--- config.mk ---
export PLATFORM = sky130hd
export DESIGN_NAME = ahb_decoder_resp
export DESIGN_NICKNAME = d
export VERILOG_FILES = /design/src/rtl/ahb_decoder_resp.sv
export SDC_FILE = /design/constraint.sdc
export NUM_CORES = 1
export LEC_CHECK = 0
export CELL_PAD_IN_SITES_DETAIL_PLACEMENT = 0
export CELL_PAD_IN_SITES_GLOBAL_PLACEMENT = 2
export CORE_MARGIN = 4
export CORE_UTILIZATION = 10
export CTS_CLUSTER_DIAMETER = 50
export CTS_CLUSTER_SIZE = 10
export DETAILED_ROUTE_END_ITERATION = 10
export HOLD_SLACK_MARGIN = 0.03
export PLACE_DENSITY_LB_ADDON = 0.2
export SYNTH_ARGS = -nofsm -noshare
export SYNTH_HDL_FRONTEND = slang
export SYNTH_SLANG_ARGS = --single-unit
--- constraint.sdc ---
create_clock -name HCLK -period 1.8 [get_ports HCLK]
set_clock_uncertainty 0.2 [all_clocks]
set_input_delay 0.18 -clock HCLK [delete_from_list [all_inputs] [get_ports HCLK]]
set_output_delay 0.18 -clock HCLK [all_outputs]
set_load 0.005 [all_outputs]
--- src/rtl/ahb_decoder_resp.sv ---
// ahb_decoder_resp: AHB-Lite three-slave address decoder, data-phase select and default-slave response stage
module ahb_decoder_resp #(
    parameter logic [31:0] S1_BASE = 32'h0000_0000,
    parameter logic [31:0] S1_MASK = 32'hF000_0000,
    parameter logic [31:0] S2_BASE = 32'h1000_0000,
    parameter logic [31:0] S2_MASK = 32'hF000_0000,
    parameter logic [31:0] S3_BASE = 32'h2000_0000,
    parameter logic [31:0] S3_MASK = 32'hF000_0000
) (
    input  logic        HCLK,
    input  logic        HRESETn,
    input  logic [31:0] HADDR,
    input  logic [1:0]  HTRANS,
    input  logic        HREADYOUT_I,
    input  logic        HRESP_I,
    output logic [2:0]  HSEL,
    output logic [1:0]  MSEL,
    output logic        HREADY,
    output logic        HRESP
);
    localparam logic [1:0] DS_OKAY = 2'd0;
    localparam logic [1:0] DS_ERR1 = 2'd1;
    localparam logic [1:0] DS_ERR2 = 2'd2;
    logic       hit1, hit2, hit3, unmapped, active, def_sel;
    logic [1:0] state, state_nxt;
    assign hit1 = (HADDR & S1_MASK) == S1_BASE;
    assign hit2 = (HADDR & S2_MASK) == S2_BASE;
    assign hit3 = (HADDR & S3_MASK) == S3_BASE;
    always_comb begin
        HSEL = hit1 ? 3'b001 : hit2 ? 3'b010 : hit3 ? 3'b100 : 3'b000;
    end
    assign unmapped = HSEL == 3'b000;
    assign active   = (HTRANS == 2'b10) || (HTRANS == 2'b11);
    // Data-phase selects only advance when the current data phase completes
    always_ff @(posedge HCLK or negedge HRESETn) begin
        if (!HRESETn) begin
            MSEL    <= 2'b00;
            def_sel <= 1'b1;
        end else if (HREADY) begin
            MSEL    <= HSEL[0] ? 2'b10 : HSEL[1] ? 2'b01 : 2'b00;
            def_sel <= unmapped;
        end
    end
    // ERR1 always proceeds to ERR2; OKAY and ERR2 both sample the next address phase
    always_comb begin
        state_nxt = (state == DS_ERR1) ? DS_ERR2 :
                    (HREADY && unmapped && active) ? DS_ERR1 : DS_OKAY;
    end
    always_ff @(posedge HCLK or negedge HRESETn) begin
        if (!HRESETn)
            state <= DS_OKAY;
        else
            state <= state_nxt;
    end
    always_comb begin
        HREADY = def_sel ? (state != DS_ERR1) : HREADYOUT_I;
        HRESP  = def_sel ? (state == DS_ERR1 || state == DS_ERR2) : HRESP_I;
    end
endmodule

==> results.sh, run 1 <==
export IMPL_maxCapViolCount=0
export IMPL_worstHoldPathType="register to register"
export IMPL_diodes=0
export IMPL_synth_area_leaders="dfrtp_1 37%, dfstp_2 9.7%, mux2_2 8.3%, nor4b_2 5.5%, and4bb_2 4.6%"
export IMPL_core_area_sq_mm=0.00252
export IMPL_antenna_found_initial=0
export IMPL_drtPass1Iterations=2
export IMPL_grt_use_total=0.0480
export IMPL_setup_viol=0
export IMPL_end_kind="output pin"
export IMPL_tightestPinTransition_ns=0.286
export IMPL_drc=0
export IMPL_crit_start="HADDR[31]"
export IMPL_dp_hpwl_um=614
export IMPL_syn2layout_area_growth_pct=98.6
export IMPL_netlist_top_cell_by_area="dfrtp_1"
export IMPL_worst_skew_pair_late_latency_ns=0.24
export IMPL_gp_congestion=0.685
export IMPL_setup_slack_ns=0.0978
export IMPL_dp_cells=69
export IMPL_seqCellArea_sq_um=126
export IMPL_grt_pass1_wl_um=1230
export IMPL_crit_type="input pin to output pin"
export IMPL_wl_per_cell_um=10.1
export IMPL_hp_start="MSEL[1]"
export IMPL_synthCells=22
export IMPL_finalHoldViolCount=0
export IMPL_synth_top_area_share=0.369
export IMPL_rsz0062_at_grt="false"
export IMPL_ir_worst_vdd_v=0.000266
export IMPL_power_density_mw_per_mm2=669
export IMPL_pin_count=45
export IMPL_hold_slack_ns=0.306
export IMPL_post_route_min_period_ns=1.70
export IMPL_synth_seq_cells=5
export IMPL_yosys_warnings=0
export IMPL_fmax_mhz=587
export IMPL_worst_r2r_setup_slack_ns=0.16
export IMPL_status="finished, final reports clean"
export IMPL_die_y_um=60.1
export IMPL_fill_cells=288
export IMPL_ant_nets=0
export IMPL_place_ws_ns=-0.193
export IMPL_place_area_sq_um=474
export IMPL_layout_commonest_cell="clkdlybuf4s50_1"
export IMPL_cts_buffers=3
export IMPL_num_rows=18
export IMPL_initial_utilization=0.108
export IMPL_grt_max_degree=6
export IMPL_grt_pass1_vias=278
export IMPL_stdcell_count=75
export IMPL_drive_gt1_frac=0.356
export IMPL_synth_lib_cells_used_distinct=16
export IMPL_grt_overflow=0
export IMPL_root_buffer="clkbuf_4"
export IMPL_dieArea_sq_mm=0.00361
export IMPL_synth_cell_area_sq_um=272
export IMPL_fin_crit_sh=0.946
export IMPL_cts_sinks=5
export IMPL_cts_max_path_buffers=2
export IMPL_syn_area_per_cell_sq_um=12.3
export IMPL_design_area_sq_um=539
export IMPL_portBuffers=15
export IMPL_routed_wl_um=759
export IMPL_htreeDepth=1
export IMPL_synth_seq_area_share=0.465
export IMPL_critPathLaunchType="input pin"
export IMPL_fp_dieW_um=60.1
export IMPL_r2r_start="state[0]"
export IMPL_path_clk_slew_ns=0.04
export IMPL_tns_ns=0
export IMPL_max_slew_margin_rel=0.810
export IMPL_multi_input_area_sq_um=154
export IMPL_vias=269
export IMPL_drtIter0Drc=7
export IMPL_postSynthNetCount=61
export IMPL_timing_final_max_slew_violations=0
export IMPL_tritoncts="built"
export IMPL_vias_per_cell=3.59
export IMPL_leakage_nw=0.264
export IMPL_nets=85
export IMPL_layout_common_cells="7 x clkdlybuf4s50_1, 6 x dlygate4sd2_1, 4 x dfrtp_1, 4 x buf_4, 3 x clkbuf_4"
export IMPL_worstPathRequired_ns=1.42
export IMPL_cp_arrival_ns=1.32
export IMPL_cp_max_fo=4
==> timing repair <==
action / 4_1_cts / 5_1_grt
pin swaps: 2 / 0
resized for setup: 8 / 3
hold endpoints to repair: 4 / 0
hold buffers: 1 / 0
cloned: 0 / 0
endpoints found under the setup margin: 5 / 2
buffers inserted: 1 / 0
==> critical path: stages <==
cell and delay (ns):
dlygate4sd2_1 0.32, nor4b_2 0.29, clkdlybuf4s50_1 0.53
==> synthesized netlist by cell type <==
library cell,instances
dfrtp_1,4
nor4_2,1
a211o_1,1
nor2_2,1
a21oi_2,1
mux2_2,2
mux2i_1,1
ha_1,1
and4bb_2,1
nor4b_1,1
a21oi_1,1
inv_1,2
nor2_1,2
nor4b_2,1
dfstp_2,1
buf_4,1
==> stage by stage <==
stage | total power [W] | util
after floorplan | 0.000169 | -
after global placement | 0.000230 | 0.188
after detailed placement | 0.000233 | 0.188
after CTS | 0.000367 | 0.209
after global routing | 0.000386 | 0.214
final | 0.000361 | 0.214
==> state kept, by name, indices dropped and copies added (netlist names) <==
register	cells
def_sel	1
state	2
MSEL	2
==> layer usage <==
| layer | global-route usage | up-vias | share of wire |
|---|---|---|---|
| li1 | - | 126 | - |
| met1 | 0.0511 | 123 | 0.36 |
| met2 | 0.0633 | 20 | 0.41 |
| met3 | 0.0540 | 0 | 0.24 |
| met4 | 0.00949 | 0 | 0 |
| met5 | 0 | - | 0 |
==> worst paths after layout <==
check / end / cells after the start
min reg2reg: MSEL[1] / 1
max in group asynchronous: def_sel / 2
max reg2reg: MSEL[1] / 5
min in group asynchronous: state[0] / 2
min: MSEL[1] / 1
max: HSEL[2] / 3
==> cells by family after synthesis <==
family	synth area share
AOI/OAI and AO/OA	0.0829
adders and majority gates	0.0461
buffers and inverters	0.0553
DFF	0.465
muxes	0.120
and+or+nand+nor	0.230
==> power breakdown <==
group | switching [W] | total, W | internal [W]
combinational | 0.0000392 | 0.0000996 | 0.0000604
sequential | 0.00000727 | 0.000133 | 0.000126
clock | 0.0000440 | 0.000128 | 0.0000837
==> area by class of cell <==
cell class	instances	area share
inverters	2	0.0139
flip-flops and latches	5	0.234
repair buffers	20	0.348
multi-input cells	14	0.285
well taps	30	0.0696
clock buffers	4	0.0487
Note: power is estimated with default switching activity, not from simulation.
==> inputs of run 2 (changes only) <==
--- a/config.mk
+++ b/config.mk
@@ -5,6 +5,7 @@
 export SDC_FILE = /design/constraint.sdc
 export NUM_CORES = 1
 export LEC_CHECK = 0
+export CAP_MARGIN = 5
 export CELL_PAD_IN_SITES_DETAIL_PLACEMENT = 0
 export CELL_PAD_IN_SITES_GLOBAL_PLACEMENT = 2
 export CORE_MARGIN = 4
==> results of run 2 <==
Final layout, timing and power as in run 1 (identical DEF).
